==> src/rtl/summer_pkg.sv <==
// Shared definitions for the summer / summer_decoder pair: default data
// width, FIFO occupancy-state encoding and the modular-subtraction helper.
package summer_pkg;

  // Default sum/data width; must agree with the upstream summer.
  localparam int SUMMER_DATA_W = 4;

  // Occupancy state of the decoder output FIFO.
  typedef enum logic [1:0] {
    EMPTY   = 2'd0,
    PARTIAL = 2'd1,
    FULL    = 2'd2
  } fifo_state_t;

  // Unsigned subtraction a - b; the caller truncates to its data width,
  // which makes the result modulo 2^width without overflow detection.
  function automatic logic [31:0] sub_mod(input logic [31:0] a, input logic [31:0] b);
    return a - b;
  endfunction

endpackage

==> src/rtl/summer_decoder_if.sv <==
// Stream interface of summer_decoder: the incoming sum stream (no
// backpressure, with a restart strobe) and the outgoing valid/ready stream.
// master = stream producer/consumer side, slave = the decoder.
interface summer_decoder_if
  import summer_pkg::*;
#(
  parameter int DATA_W = SUMMER_DATA_W
);

  logic              in_valid;
  logic [DATA_W-1:0] in_data;
  logic              in_clr;
  logic              out_valid;
  logic              out_ready;
  logic [DATA_W-1:0] out_data;

  modport master (
    output in_valid, in_data, in_clr, out_ready,
    input  out_valid, out_data
  );

  modport slave (
    input  in_valid, in_data, in_clr, out_ready,
    output out_valid, out_data
  );

endinterface

==> src/rtl/summer_dec_fifo.sv <==
// Output FIFO of summer_decoder: storage, wrapping pointers, occupancy level
// and an EMPTY/PARTIAL/FULL state machine. The head word is registered so
// rdata_o/valid_o come straight from flops; rdata_o is 0 while empty.
// clr_i flushes the FIFO and suppresses any coincident push or pop.
module summer_dec_fifo
  import summer_pkg::*;
#(
  parameter int DATA_W = SUMMER_DATA_W,
  parameter int DEPTH  = 4
) (
  input  logic                       clk,
  input  logic                       rst,
  input  logic                       clr_i,
  input  logic                       push_i,
  input  logic                       pop_req_i,
  input  logic [DATA_W-1:0]          wdata_i,
  output logic [DATA_W-1:0]          rdata_o,
  output logic                       valid_o,
  output logic                       full_o,
  output logic [$clog2(DEPTH+1)-1:0] level_o
);

  localparam int PTR_W = $clog2(DEPTH);
  localparam int LVL_W = $clog2(DEPTH + 1);

  fifo_state_t       state_q, state_d;
  logic              empty_s, full_s;
  logic              pop_s, push_ok_s;
  logic [DATA_W-1:0] mem_q [DEPTH];
  logic [PTR_W-1:0]  wr_ptr_q, wr_ptr_d;
  logic [PTR_W-1:0]  rd_ptr_q, rd_ptr_d;
  logic [LVL_W-1:0]  level_q, level_d;
  logic [DATA_W-1:0] head_q, head_d;
  logic              valid_q, valid_d;

  // A pop needs a non-empty FIFO; a push into a full FIFO needs a same-cycle pop.
  assign pop_s     = pop_req_i & ~empty_s & ~clr_i;
  assign push_ok_s = push_i & ~clr_i & (~full_s | pop_s);

  // Occupancy state register.
  always_ff @(posedge clk or negedge rst) begin
    if (!rst) begin
      state_q <= EMPTY;
    end else begin
      state_q <= state_d;
    end
  end

  // Occupancy next-state: clear wins, else step on push-only / pop-only.
  always_comb begin
    state_d = state_q;
    if (clr_i) begin
      state_d = EMPTY;
    end else begin
      case (state_q)
        EMPTY: begin
          if (push_ok_s) state_d = PARTIAL;
          else           state_d = EMPTY;
        end
        PARTIAL: begin
          if (push_ok_s && !pop_s && (level_q == LVL_W'(DEPTH - 1)))
            state_d = FULL;
          else if (pop_s && !push_ok_s && (level_q == LVL_W'(1)))
            state_d = EMPTY;
          else
            state_d = PARTIAL;
        end
        FULL: begin
          if (pop_s && !push_ok_s) state_d = PARTIAL;
          else                     state_d = FULL;
        end
        default: state_d = EMPTY;
      endcase
    end
  end

  // Full/empty flags decoded from the occupancy state.
  always_comb begin
    empty_s = 1'b0;
    full_s  = 1'b0;
    case (state_q)
      EMPTY:   empty_s = 1'b1;
      PARTIAL: empty_s = 1'b0;
      FULL:    full_s  = 1'b1;
      default: empty_s = 1'b1;
    endcase
  end

  // Pointer, level and registered-head next values.
  always_comb begin
    wr_ptr_d = wr_ptr_q;
    rd_ptr_d = rd_ptr_q;
    level_d  = level_q;
    head_d   = {DATA_W{1'b0}};
    valid_d  = 1'b0;
    if (clr_i) begin
      wr_ptr_d = {PTR_W{1'b0}};
      rd_ptr_d = {PTR_W{1'b0}};
      level_d  = {LVL_W{1'b0}};
    end else begin
      if (push_ok_s) wr_ptr_d = wr_ptr_q + PTR_W'(1);
      else           wr_ptr_d = wr_ptr_q;
      if (pop_s)     rd_ptr_d = rd_ptr_q + PTR_W'(1);
      else           rd_ptr_d = rd_ptr_q;
      case ({push_ok_s, pop_s})
        2'b10:   level_d = level_q + LVL_W'(1);
        2'b01:   level_d = level_q - LVL_W'(1);
        default: level_d = level_q;
      endcase
    end
    // The new head is the word being written only when it lands on the
    // slot the read pointer will point at (push into an empty FIFO).
    if (level_d == {LVL_W{1'b0}}) begin
      head_d  = {DATA_W{1'b0}};
      valid_d = 1'b0;
    end else if (push_ok_s && (wr_ptr_q == rd_ptr_d)) begin
      head_d  = wdata_i;
      valid_d = 1'b1;
    end else begin
      head_d  = mem_q[rd_ptr_d];
      valid_d = 1'b1;
    end
  end

  // Pointer, level and head registers.
  always_ff @(posedge clk or negedge rst) begin
    if (!rst) begin
      wr_ptr_q <= {PTR_W{1'b0}};
      rd_ptr_q <= {PTR_W{1'b0}};
      level_q  <= {LVL_W{1'b0}};
      head_q   <= {DATA_W{1'b0}};
      valid_q  <= 1'b0;
    end else begin
      wr_ptr_q <= wr_ptr_d;
      rd_ptr_q <= rd_ptr_d;
      level_q  <= level_d;
      head_q   <= head_d;
      valid_q  <= valid_d;
    end
  end

  // Storage array write port.
  always_ff @(posedge clk or negedge rst) begin
    if (!rst) begin
      for (int i = 0; i < DEPTH; i++) mem_q[i] <= {DATA_W{1'b0}};
    end else if (push_ok_s) begin
      mem_q[wr_ptr_q] <= wdata_i;
    end else begin
      mem_q <= mem_q;
    end
  end

  assign rdata_o = head_q;
  assign valid_o = valid_q;
  assign full_o  = full_s;
  assign level_o = level_q;

endmodule

==> src/rtl/summer_decoder.sv <==
// summer_decoder: inverts the pairwise-sum stream of summer
// (x_k = s_k - x_(k-1), x_(-1) = 0) and buffers the recovered words in a
// FIFO behind a valid/ready port. Words arriving while the FIFO is full
// (and not being popped) are dropped and set the sticky overflow flag.
// Optional feature macro SUMMER_DEC_DROP_CNT_EN adds a 16-bit saturating
// drop counter output drop_cnt.
module summer_decoder
  import summer_pkg::*;
#(
  parameter int DATA_W = SUMMER_DATA_W,
  parameter int DEPTH  = 4
) (
  input  logic                       clk,
  input  logic                       rst,
  summer_decoder_if.slave            bus,
  output logic [$clog2(DEPTH+1)-1:0] level,
  output logic                       overflow
`ifdef SUMMER_DEC_DROP_CNT_EN
  ,
  output logic [15:0]                drop_cnt
`endif
);

  logic [DATA_W-1:0] prev_q, prev_d;
  logic [DATA_W-1:0] dec_s;
  logic              full_s;
  logic              drop_s, push_s;
  logic              overflow_q, overflow_d;

  // Decoded word: current sum minus the previously recovered value.
  assign dec_s = DATA_W'(sub_mod(32'(bus.in_data), 32'(prev_q)));

  // Push/drop decision: a full FIFO only accepts when the head is popped.
  always_comb begin
    drop_s = 1'b0;
    push_s = 1'b0;
    if (bus.in_clr) begin
      drop_s = 1'b0;
      push_s = 1'b0;
    end else if (bus.in_valid) begin
      if (full_s && !bus.out_ready) drop_s = 1'b1;
      else                          push_s = 1'b1;
    end else begin
      drop_s = 1'b0;
      push_s = 1'b0;
    end
  end

  // History and sticky-overflow next values; history advances on dropped words too.
  always_comb begin
    prev_d     = prev_q;
    overflow_d = overflow_q;
    if (bus.in_clr) begin
      prev_d     = {DATA_W{1'b0}};
      overflow_d = 1'b0;
    end else begin
      if (bus.in_valid) prev_d = dec_s;
      else              prev_d = prev_q;
      if (drop_s) overflow_d = 1'b1;
      else        overflow_d = overflow_q;
    end
  end

  // History and overflow registers.
  always_ff @(posedge clk or negedge rst) begin
    if (!rst) begin
      prev_q     <= {DATA_W{1'b0}};
      overflow_q <= 1'b0;
    end else begin
      prev_q     <= prev_d;
      overflow_q <= overflow_d;
    end
  end

  assign overflow = overflow_q;

`ifdef SUMMER_DEC_DROP_CNT_EN
  logic [15:0] drop_cnt_q, drop_cnt_d;

  // Drop counter next value: cleared by in_clr, saturates at all-ones.
  always_comb begin
    drop_cnt_d = drop_cnt_q;
    if (bus.in_clr) begin
      drop_cnt_d = 16'd0;
    end else if (drop_s && (drop_cnt_q != 16'hFFFF)) begin
      drop_cnt_d = drop_cnt_q + 16'd1;
    end else begin
      drop_cnt_d = drop_cnt_q;
    end
  end

  // Drop counter register.
  always_ff @(posedge clk or negedge rst) begin
    if (!rst) begin
      drop_cnt_q <= 16'd0;
    end else begin
      drop_cnt_q <= drop_cnt_d;
    end
  end

  assign drop_cnt = drop_cnt_q;
`endif

  summer_dec_fifo #(
    .DATA_W (DATA_W),
    .DEPTH  (DEPTH)
  ) u_fifo (
    .clk       (clk),
    .rst       (rst),
    .clr_i     (bus.in_clr),
    .push_i    (push_s),
    .pop_req_i (bus.out_ready),
    .wdata_i   (dec_s),
    .rdata_o   (bus.out_data),
    .valid_o   (bus.out_valid),
    .full_o    (full_s),
    .level_o   (level)
  );

endmodule
==> src/flat_wrapper.sv <==
// flat-port wrapper written by rule: the top's interface ports become plain ports
module summer_decoder_flat import summer_pkg::*;
#(
  parameter int DATA_W = SUMMER_DATA_W,
  parameter int DEPTH  = 4
)
  (clk, rst, level, overflow, bus_in_valid, bus_in_data, bus_in_clr, bus_out_ready, bus_out_valid, bus_out_data);
  summer_decoder_if #(.DATA_W(DATA_W)) bus_i ();
  input  logic clk;
  input  logic rst;
  output logic [$clog2(DEPTH+1)-1:0] level;
  output logic overflow;
  input wire logic [$bits(bus_i.in_valid)-1:0] bus_in_valid;
  input wire logic [$bits(bus_i.in_data)-1:0] bus_in_data;
  input wire logic [$bits(bus_i.in_clr)-1:0] bus_in_clr;
  input wire logic [$bits(bus_i.out_ready)-1:0] bus_out_ready;
  output wire logic [$bits(bus_i.out_valid)-1:0] bus_out_valid;
  output wire logic [$bits(bus_i.out_data)-1:0] bus_out_data;
  assign bus_i.in_valid = bus_in_valid;
  assign bus_i.in_data = bus_in_data;
  assign bus_i.in_clr = bus_in_clr;
  assign bus_i.out_ready = bus_out_ready;
  assign bus_out_valid = bus_i.out_valid;
  assign bus_out_data = bus_i.out_data;
  summer_decoder #(.DATA_W(DATA_W), .DEPTH(DEPTH)) u_core (.clk(clk), .rst(rst), .bus(bus_i), .level(level), .overflow(overflow));
endmodule
==> config.mk <==
export PLATFORM = sky130hd
export DESIGN_NAME = summer_decoder_flat
export DESIGN_NICKNAME = d
export VERILOG_FILES = /design/src/rtl/summer_pkg.sv /design/src/rtl/summer_decoder_if.sv /design/src/rtl/summer_dec_fifo.sv /design/src/rtl/summer_decoder.sv /design/src/flat_wrapper.sv
export SDC_FILE = /design/constraint.sdc
export NUM_CORES = 1
export LEC_CHECK = 0
export CORE_ASPECT_RATIO = 1.5
export CORE_UTILIZATION = 51
export CTS_CLUSTER_DIAMETER = 40
export DETAILED_ROUTE_END_ITERATION = 8
export PLACE_DENSITY = 0.75
export SETUP_SLACK_MARGIN = 0.5
export SLEW_MARGIN = 10
export SYNTH_ARGS = -nofsm -noshare
export SYNTH_HDL_FRONTEND = slang
export SYNTH_SLANG_ARGS = --single-unit
==> constraint.sdc <==
create_clock -name clk -period 2.5 [get_ports clk]
set_input_delay 0.75 -clock clk [delete_from_list [all_inputs] [get_ports clk]]
set_output_delay 0.75 -clock clk [all_outputs]
set_load 0.005 [all_outputs]
==> run_results.csv, run 1 <==
group,metric,value,unit
clock_network,clkSinkCount,35,
placed_design,post_dp_cell_area,2450,um2
logic_synthesis,synth-edff-count,0,
setup_path,critPathArrivalTime,2.50,ns
logic_synthesis,synth.yosys.warnings,0,
sta,grt_setup_unrepaired,"yes",
sta,holdWs,0.479,ns
setup_path,slowest_delay,0.37,ns
clock_network,clkTransAtPathRegs,0.07,ns
logic_synthesis,syn_area,1980,um2
drt,drcViolationCount,0,
job,drv_cap,0,
setup_path,path_max_fanout,4,
finish,fin_nets,274,
logic_synthesis,synthCells,182,
grt,grt_max_degree,36,
placed_design,post-place-cells,266,
pwr,p_seq_share,45.6,%
finish,design_area,2810,um2
setup_path,cpMostUsedCell,"ha_4",
drt,first_iter_violations,59,
drt,viasPerCell,5.74,
clock_network,clock_latency,0.29,ns
finish,fin_util,76.2,%
logic_synthesis,yosysMostFrequentCell,"dfrtp_1",
drt,totalWireLength,5500,um
hold_path,hold_path_class,"reg2reg",
drt,wl_per_cell,19.0,um
setup_path,crit_buf_inv,2,
drt,drt_first_pass_iters,4,
logic_synthesis,ys_types,39,
sta,relSlewSlack,69.8,%
hold_path,hold_depth,2,
logic_synthesis,ys_top_cells_by_area,"dfrtp_1 (44%), ha_1 (11%), mux2_2 (5.7%)",
placed_design,dpl.hpwl,3610,um
placed_design,dp_worst_setup_slack,-0.476,ns
sta,fin_ws,0.178,ns
grt,track_usage,29.1,%
outcome,status,"finished clean",
setup_path,cp.depth,10,
die,top_level_ports,18,
placed_design,port-buffer-count,17,
finish,syn_to_final_growth,41.5,%
clock_network,clock_path_buffers,2,
logic_synthesis,yosys-top-cells-count,"dfrtp_1 (35), inv_1 (21), ha_1 (18)",
sta,hold_viol,0,
sta,fin_crit_sh,92.9,%
logic_synthesis,yosysTopAreaCellShare,44.2,%
logic_synthesis,ys_seq_area_share,44.2,%
pwr,p_total,1.66,mW
setup_path,crit_chain,"inv_2 -> ha_4 -> nand2_4 -> a211o_4 -> ha_4 -> mux2_4 -> mux2i_4 -> a41o_1 -> buf_6 -> a21oi_2",
sta,fin_crit,2.32,ns
logic_synthesis,syn_area_per_cell,10.9,um2
setup_path,crit_family,"compound AO/OA/AOI/OAI gates",
pwr,clkPwrFrac,24.0,%
pwr,leakage,1.34,nW
clock_network,htreeDepth,2,
sta,finalClockSkew,0.0117,ns
clock_network,cts_buffers,5,
sta,clock.fmax,431,MHz
die,die_area,4140,um2
logic_synthesis,async_flop_share,100,%
pwr,p_int,1.15,mW
grt,antenna_found_initial,0,
drt,vias,1664,
logic_synthesis,synth_fp_nets,210,
finish,stdcell_count,290,
setup_path,worstSetupPathType,"reg2reg",
sta,worst_pin_slew,0.452,ns
pwr,switchingPower,0.507,mW
drt,ant_nets,0,
logic_synthesis,yosys_most_used_dff,"dfrtp_1",
logic_synthesis,synth.ff_latch_count,35,
finish,antennaDiodeCount,0,
die,rows,27,
die,start_util,53.8,%
setup_path,reg2regPathDepth,10,
die,core,3680,um2
placed_design,place_congestion,0.813,
die,die_x,52.9,um
setup_path,cp-start-kind,"flip-flop",
logic_synthesis,synth_top_area_cell,"dfrtp_1",
sta,maxSlewViolCount,0,
sta,finalSetupViolCount,0,
clock_network,clockRootBuffer,"clkbuf_8",
setup_path,crit_slowest_cell,"dfrtp_1",
pwr,netSwitchingFraction,30.6,%
grt,grt_pass1_vias,1784,
clock_network,cts_hold_buf,0,
pwr,p_comb_share,30.4,%
setup_path,required,2.68,ns
sta,setup_tns,0,ns
pwr,peakVddDrop,0.000517,V
pwr,powerDensity,590,nW/um2
clock_network,cts_tree,"built",
die,die_h,78.4,um
grt,grt_first_pass_wirelength,8510,um
grt,overflow,0,
finish,drive_gt1_share,42.9,%
setup_path,end_kind,"flip-flop",
[final timing paths]
check	startpoint	end	slack, ns
worst max-delay path	u_core.u_fifo.state_q[0]	u_core.u_fifo.rdata_o[0]	0.18
worst min-delay path	u_core.u_fifo.mem_q[12]	u_core.u_fifo.mem_q[12]	0.48
worst max register to register	u_core.u_fifo.state_q[0]	u_core.u_fifo.rdata_o[0]	0.18
worst min register to register	u_core.u_fifo.mem_q[12]	u_core.u_fifo.mem_q[12]	0.48
max in group asynchronous	rst	u_core.u_fifo.level_o[1]	1.28
min in group asynchronous	rst	u_core.prev_q[3]	0.87
[area by class of cell]
type                    count  area, um2
inverters                  21       81.3
well taps                  43       53.8
repair buffers             60        509
fillers                   232        877
clock inverters             1       5.00
multi-input cells         123       1200
clock buffers               7       76.3
flip-flops and latches     35        878
[worst register-to-register path, stage by stage, from the launching register on]
cell and delay [ns]:
dfrtp_1 0.37, inv_2 0.07, ha_4 0.29, nand2_4 0.07, a211o_4 0.37, ha_4 0.19
mux2_4 0.29, mux2i_4 0.16, a41o_1 0.23, buf_6 0.13, a21oi_2 0.04
[state kept, by name (all words and copies together) (netlist names)]
name,cells
u_core.u_fifo.mem_q,16
u_core.prev_q,4
u_core.u_fifo.rdata_o,4
u_core.u_fifo.level_o,3
u_core.u_fifo.rd_ptr_q,2
u_core.u_fifo.state_q,2
u_core.u_fifo.wr_ptr_q,2
u_core.overflow,1
u_core.u_fifo.valid_o,1
[kinds of logic (layout without fill, tap and decap cells)]
| logic type | after synthesis | in the layout | share of synthesized area, % |
|---|---|---|---|
| and+or+nand+nor | 44 | 44 | 10.8 |
| AOI/OAI and AO/OA | 35 | 35 | 11.1 |
| DFF | 35 | 35 | 44.2 |
| buffers and inverters | 24 | 89 | 4.92 |
| adders and majority gates | 19 | 19 | 12.4 |
| muxes | 19 | 19 | 14.0 |
| xor gates and xnor gates | 6 | 6 | 2.65 |
[layout by cell type, fill, tap and decap left out, drive strengths merged, types with 3 or more instances in the layout]
| master | netlist | layout |
|---|---|---|
| nand2 | 15 | 15 |
| buf | 2 | 44 |
| mux2i | 6 | 6 |
| inv | 21 | 21 |
| nand3 | 3 | 3 |
| nor2 | 11 | 11 |
| dfrtp | 35 | 35 |
| o21ai | 12 | 12 |
| xnor2 | 5 | 5 |
| mux4 | 3 | 3 |
| clkdlybuf4s50 | 0 | 11 |
| a21oi | 9 | 9 |
| o31ai | 4 | 4 |
| ha | 18 | 18 |
| mux2 | 10 | 10 |
| nor2b | 4 | 4 |
| clkbuf | 1 | 8 |
[power groups by stage]
stage                     registers (mW)  logic [mW]  clock network [mW]
final                              0.755       0.504               0.397
after global placement             0.747       0.386                   0
after CTS                          0.750       0.464               0.405
after global routing               0.764       0.548               0.428
after detailed placement           0.760       0.414                   0
after floorplan                    0.737       0.264                   0
[metal layers]
metal / part of all wire (%) / vias up / GRT usage, %
li1: - / 750 / -
met4: 2.5 / 0 / 15.8
met2: 58 / 55 / 52.4
met3: 3.2 / 21 / 7.36
met5: 0 / - / 0
met1: 36 / 838 / 29.0
[timing repair]
item	in CTS	in global routing
setup buffers	11	5
endpoints found under the setup margin	31	26
resized for setup	43	23
pin swaps	13	6
Note: power is estimated with default switching activity, not from simulation.
==> run 2: changes to the inputs <==
--- a/config.mk
+++ b/config.mk
@@ -9,7 +9,7 @@
 export CORE_UTILIZATION = 51
 export CTS_CLUSTER_DIAMETER = 40
 export DETAILED_ROUTE_END_ITERATION = 8
-export PLACE_DENSITY = 0.75
+export PLACE_DENSITY = 0.72
 export SETUP_SLACK_MARGIN = 0.5
 export SLEW_MARGIN = 10
 export SYNTH_ARGS = -nofsm -noshare
==> constraint.sdc (replaced) <==
create_clock -name clk -period 2.35 [get_ports clk]
set_input_delay 0.705 -clock clk [delete_from_list [all_inputs] [get_ports clk]]
set_output_delay 0.705 -clock clk [all_outputs]
set_load 0.005 [all_outputs]
==> run 2 against run 1 <==
Worst hold slack better by 0.0062 ns. Design area up 1.4%. Global-route usage down 1.9 points. Total power up 6.2%. Clock skew down 0.0017 ns. Cell count unchanged. Worst setup slack worse by 0.15 ns. Maximum frequency about the same. Wire length down 5.9%. Clock-buffer cell count down 2. Utilization up 1.1 points.
==> run_results.csv, run 2 (synthesized netlist as in run 1, its figures left out) <==
group,metric,value,unit
setup_path,cp-start-kind,"flip-flop",
setup_path,path_max_fanout,5,
clock_network,cts_hold_buf,0,
finish,layout_commonest_cell,"buf_4",
clock_network,clock_path_buffers,2,
die,die_area,4140,um2
setup_path,reg2regPathDepth,10,
hold_path,min_from,"u_core.u_fifo.mem_q[12]",
pwr,clkPwrFrac,24.1,%
grt,grt_max_degree,36,
sta,fin_ws,0.0284,ns
grt,overflow,0,
grt,grt_pass1_vias,1749,
placed_design,dp_worst_setup_slack,-0.544,ns
placed_design,post-place-cells,268,
finish,design_area,2840,um2
sta,worst_pin_slew,0.449,ns
sta,fin_crit,2.32,ns
pwr,switchingPower,0.539,mW
finish,drive_gt1_share,44.1,%
drt,viasPerCell,5.68,
finish,antennaDiodeCount,0,
pwr,powerDensity,618,nW/um2
setup_path,reg2reg_slack,0.03,ns
sta,relSlewSlack,70.1,%
hold_path,worstHoldEndpoint,"u_core.u_fifo.mem_q[12]",
die,core,3680,um2
setup_path,crit_family,"compound AO/OA/AOI/OAI gates",
drt,ant_nets,0,
setup_path,worstSetupPathType,"reg2reg",
finish,largest-register,"u_core.u_fifo.mem_q",
placed_design,place_congestion,0.831,
pwr,p_seq_share,45.6,%
pwr,p_comb_share,30.3,%
die,top_level_ports,18,
sta,finalClockSkew,0.0100,ns
setup_path,r2r_end,"u_core.u_fifo.rdata_o[2]",
grt,antenna_found_initial,0,
sta,fin_crit_sh,98.8,%
grt,grt_first_pass_wirelength,7960,um
setup_path,crit_chain,"inv_2 -> ha_4 -> nand2_4 -> a211o_4 -> ha_4 -> and2_4 -> a21oi_2 -> a41o_1 -> a41o_1 -> a21oi_2",
grt,track_usage,27.2,%
finish,largest_reg_flops,16,
drt,first_iter_violations,42,
finish,fin_nets,274,
clock_network,clock_latency,0.29,ns
hold_path,hold_path_class,"reg2reg",
clock_network,htreeDepth,2,
drt,totalWireLength,5170,um
hold_path,hold_depth,2,
sta,grt_setup_unrepaired,"yes",
setup_path,slowest_delay,0.37,ns
sta,hold_viol,0,
setup_path,timing.rr.start,"u_core.u_fifo.state_q[0]",
clock_network,clockRootBuffer,"clkbuf_8",
clock_network,cts_tree,"built",
drt,wl_per_cell,17.8,um
outcome,status,"finished clean",
die,die_x,52.9,um
pwr,leakage,1.44,nW
die,rows,27,
drt,vias,1646,
clock_network,clkTransAtPathRegs,0.08,ns
placed_design,post_dp_cell_area,2500,um2
setup_path,crit_slowest_cell,"dfrtp_1",
finish,final_cell_mix,"buf_4 (36), dfrtp_1 (34), inv_1 (12)",
setup_path,required,2.58,ns
pwr,p_int,1.22,mW
drt,drcViolationCount,0,
pwr,netSwitchingFraction,30.6,%
finish,stdcell_count,290,
die,start_util,53.8,%
drt,drt_first_pass_iters,4,
job,drv_cap,0,
setup_path,critPathArrivalTime,2.55,ns
die,die_h,78.4,um
clock_network,cts_buffers,5,
finish,syn_to_final_growth,43.5,%
pwr,peakVddDrop,0.000515,V
sta,maxSlewViolCount,0,
sta,clock.fmax,431,MHz
setup_path,crit_buf_inv,1,
pwr,p_total,1.76,mW
setup_path,end_kind,"flip-flop",
sta,finalSetupViolCount,0,
clock_network,clkSinkCount,35,
placed_design,dpl.hpwl,3410,um
placed_design,port-buffer-count,17,
[run 2: cell count changes in the layout (fill, tap and decap cells not counted), sizes merged]
cell	delta
clkdlybuf4s50	-8
clkdlybuf4s15	-2
dlymetal6s2s	+4
dlygate4sd2	+6
clkbuf	-2
clkinv	+2
[run 2: how the worst max path moves through the flow]
stage | from | endpoint | slack, ns | cells after the start
3_5_place_dp | bus_out_ready | u_core.u_fifo.rdata_o[2] | -0.54 | 9
4_1_cts | u_core.u_fifo.state_q[0] | u_core.u_fifo.rdata_o[2] | 0.08 | 10
3_3_place_gp | bus_out_ready | u_core.u_fifo.rdata_o[2] | -0.48 | 9
2_1_floorplan | bus_in_clr | u_core.u_fifo.rdata_o[2] | 0.05 | 10
6_report | u_core.u_fifo.state_q[0] | u_core.u_fifo.rdata_o[2] | 0.03 | 10
5_1_grt | u_core.u_fifo.state_q[0] | u_core.u_fifo.rdata_o[2] | -0.05 | 10
[run 2: what timing repair did]
action                                  in CTS  in global routing
pin swaps                                   13                 12
endpoints found under the setup margin      37                 29
gates resized for setup                     48                 21
buffers inserted                            11                  3
[run 2: layer usage]
layer / GRT usage (%) / up-vias / wire length [um]
li1: - / 752 / -
met1: 27.7 / 846 / 1880
met2: 52.9 / 33 / 3030
met3: 5.23 / 15 / 125
met4: 7.37 / 0 / 139
met5: 0 / - / 0
[run 2: power by group through the flow]
stage / Clock, mW / Combinational [mW] / Sequential [mW]
detailed placement: 0 / 0.452 / 0.810
floorplan: 0 / 0.295 / 0.785
global placement: 0 / 0.435 / 0.800
CTS: 0.434 / 0.506 / 0.800
finish: 0.423 / 0.532 / 0.803
global route: 0.463 / 0.583 / 0.814
[run 2: layout make-up]
class / count / area, um2
timing repair buffer: 60 / 513
clock buffer: 5 / 68.8
tap: 43 / 53.8
clock inverter: 3 / 15.0
sequential: 35 / 877
fill: 239 / 838
inverter: 21 / 81.3
multi-input combinational: 123 / 1230
[run 2: worst reg2reg max path: stages (launching register included)]
cell and delay (ns):
dfrtp_1 0.37, inv_2 0.07, ha_4 0.28, nand2_4 0.05
a211o_4 0.36, ha_4 0.33, and2_4 0.16, a21oi_2 0.04
a41o_1 0.28, a41o_1 0.22, a21oi_2 0.10
[run 2: per-stage QoR]
| step | util, % | hold WS (ns) | setup TNS (ns) |
|---|---|---|---|
| CTS | 74.8 | 0.483 | 0 |
| global route | 77.2 | 0.529 | -0.168 |
| global placement | 67.9 | 0.455 | -5.17 |
| finish | 77.2 | 0.485 | 0 |
| floorplan | - | 0.409 | 0 |
| detailed placement | 67.9 | 0.468 | -6.36 |
==> run 3: changes to the inputs <==
--- a/config.mk
+++ b/config.mk
@@ -5,12 +5,14 @@
 export SDC_FILE = /design/constraint.sdc
 export NUM_CORES = 1
 export LEC_CHECK = 0
+export ABC_CLOCK_PERIOD_IN_PS = 2350
 export CORE_ASPECT_RATIO = 1.5
-export CORE_UTILIZATION = 51
+export CORE_UTILIZATION = 50
 export CTS_CLUSTER_DIAMETER = 40
 export DETAILED_ROUTE_END_ITERATION = 8
-export PLACE_DENSITY = 0.72
+export PLACE_DENSITY = 0.71
 export SETUP_SLACK_MARGIN = 0.5
+export SKIP_LAST_GASP = 1
 export SLEW_MARGIN = 10
 export SYNTH_ARGS = -nofsm -noshare
 export SYNTH_HDL_FRONTEND = slang
==> run 3 against run 2 <==
Global-route usage fell by 2.0 points. Sequential cell count did not move. Total power rose by 6.7%. Worst hold slack got worse by 0.0074 ns. Clock power rose by 32%. Clock skew fell by 0.0025 ns. Worst setup slack got worse by 0.022 ns. Via count fell by 3.3%. Design area barely moved. Non-clock buffer count fell by 1. Wire length fell by 8.7%. Critical path type unchanged. Largest cell class unchanged.
==> run_results.csv, run 3 (synthesized netlist as in run 1, its figures left out) <==
group,metric,value,unit
pwr,p_int,1.36,mW
sta,finalSetupViolCount,0,
drt,first_iter_violations,23,
drt,viasPerCell,5.51,
drt,drcViolationCount,0,
grt,track_usage,25.2,%
setup_path,reg2reg_slack,0.006,ns
grt,grt_max_degree,36,
setup_path,r2r_end,"u_core.u_fifo.rdata_o[1]",
sta,setup_tns,0,ns
pwr,p_comb_share,27.7,%
clock_network,cts_tree,"built",
placed_design,dpl.hpwl,3410,um
clock_network,clkSinkCount,35,
hold_path,hold_depth,2,
sta,grt_setup_unrepaired,"yes",
die,die_x,53.4,um
pwr,peakVddDrop,0.000546,V
drt,wl_per_cell,16.3,um
sta,clock.fmax,427,MHz
setup_path,worstSetupPathType,"reg2reg",
die,die_area,4220,um2
clock_network,htreeDepth,2,
sta,hold_viol,0,
placed_design,dp_worst_setup_slack,-0.478,ns
pwr,p_seq_share,42.5,%
job,drv_cap,0,
pwr,clkPwrFrac,29.8,%
placed_design,place_congestion,0.911,
grt,antenna_found_initial,0,
clock_network,clockRootBuffer,"clkbuf_8",
setup_path,critPathArrivalTime,2.51,ns
finish,design_area,2850,um2
finish,antennaDiodeCount,0,
hold_path,worstHoldEndpoint,"u_core.u_fifo.mem_q[2]",
grt,overflow,0,
placed_design,port-buffer-count,17,
pwr,switchingPower,0.519,mW
sta,worst_pin_slew,0.436,ns
die,top_level_ports,18,
sta,maxSlewViolCount,0,
setup_path,required,2.52,ns
setup_path,reg2regPathDepth,9,
setup_path,slowest_delay,0.39,ns
sta,fin_crit,2.34,ns
setup_path,crit_slowest_cell,"dfrtp_1",
clock_network,cts_hold_buf,0,
drt,vias,1591,
die,rows,27,
setup_path,end_kind,"flip-flop",
clock_network,clock_latency,0.29,ns
setup_path,cp-start-kind,"flip-flop",
grt,grt_first_pass_wirelength,7510,um
drt,drt_first_pass_iters,4,
hold_path,hold_path_class,"reg2reg",
finish,largest-register,"u_core.u_fifo.mem_q",
drt,totalWireLength,4720,um
finish,final_cell_mix,"buf_4 (35), dfrtp_1 (34), inv_1 (13)",
sta,relSlewSlack,70.9,%
pwr,leakage,1.43,nW
placed_design,post_dp_cell_area,2510,um2
finish,fill_cells,234,
finish,fin_nets,273,
die,die_h,79.1,um
sta,fin_crit_sh,99.7,%
sta,finalClockSkew,0.00754,ns
outcome,status,"finished clean",
clock_network,cts_buffers,5,
finish,largest_reg_flops,16,
hold_path,min_from,"u_core.u_fifo.mem_q[2]",
die,core,3720,um2
pwr,netSwitchingFraction,27.6,%
setup_path,path_max_fanout,4,
finish,stdcell_count,289,
sta,fin_ws,0.00632,ns
clock_network,clock_path_buffers,2,
drt,ant_nets,0,
finish,syn_to_final_growth,43.6,%
grt,grt_pass1_vias,1623,
setup_path,timing.rr.start,"u_core.u_fifo.state_q[1]",
clock_network,clkTransAtPathRegs,0.07,ns
finish,layout_commonest_cell,"buf_4",
placed_design,post-place-cells,269,
die,start_util,53.3,%
finish,drive_gt1_share,42.3,%
pwr,p_total,1.88,mW
setup_path,crit_chain,"buf_4 -> ha_1 -> a211o_4 -> ha_4 -> nor2b_1 -> o21ai_0 -> a41o_1 -> buf_6 -> a21oi_2",
pwr,powerDensity,659,nW/um2
-- run 3: how the worst max path moves through the flow --
stage / start / endpoint / slack, ns / cells past startpoint
after floorplan: bus_in_clr / u_core.u_fifo.rdata_o[2] / 0.05 / 10
after global placement: bus_out_ready / u_core.u_fifo.rdata_o[1] / -0.42 / 9
after detailed placement: bus_out_ready / u_core.u_fifo.rdata_o[2] / -0.48 / 9
after CTS: u_core.u_fifo.state_q[0] / u_core.u_fifo.rdata_o[2] / 0.07 / 10
after global routing: u_core.u_fifo.state_q[0] / u_core.u_fifo.rdata_o[2] / -0.08 / 9
final: u_core.u_fifo.state_q[1] / u_core.u_fifo.rdata_o[1] / 0.006 / 9
-- run 3: power groups by stage --
stage          sequential (mW)  clock (mW)  combinational (mW)
3_5_place_dp             0.811           0               0.455
6_report                 0.798       0.560               0.520
5_1_grt                  0.811       0.598               0.574
4_1_cts                  0.798       0.568               0.498
3_3_place_gp             0.800           0               0.437
2_1_floorplan            0.785           0               0.295
-- run 3: repair_timing --
item                       CTS  global route
buffers inserted            10             2
pin swaps                   11            12
gates resized for setup     44            18
setup endpoints to repair   38            28
-- run 3: layer usage --
metal  up-vias  part of all wire (%)  global-route usage, %
met5         -                     0                      0
met4         0                   4.2                   12.4
met3        17                   3.3                   4.41
met2        43                    56                   44.5
met1       776                    37                   27.7
li1        755                     -                      -
-- run 3: final cells by class --
cell class	count	area [um2]	area share, %
repair buffers	59	499	17.5
inverters	21	81.3	2.86
flip-flops and latches	35	877	30.8
clock inverters	2	35.0	1.23
multi-input cells	123	1220	42.8
clock buffers	6	82.6	2.90
well taps	43	53.8	1.89
-- run 3: metrics by stage --
| stage | util, % | hold slack, ns |
|---|---|---|
| floorplan | - | 0.409 |
| global placement | 67.5 | 0.456 |
| detailed placement | 67.5 | 0.473 |
| CTS | 75.0 | 0.488 |
| global route | 76.6 | 0.505 |
| finish | 76.6 | 0.477 |
-- run 3: worst max-delay path: cells and delay by family (launching register included) --
family	cells	cell delay, ns
simple gates	1	0.14
compound gates	4	1.01
flops	1	0.39
fa+ha+maj	2	0.41
buf+inv	2	0.27
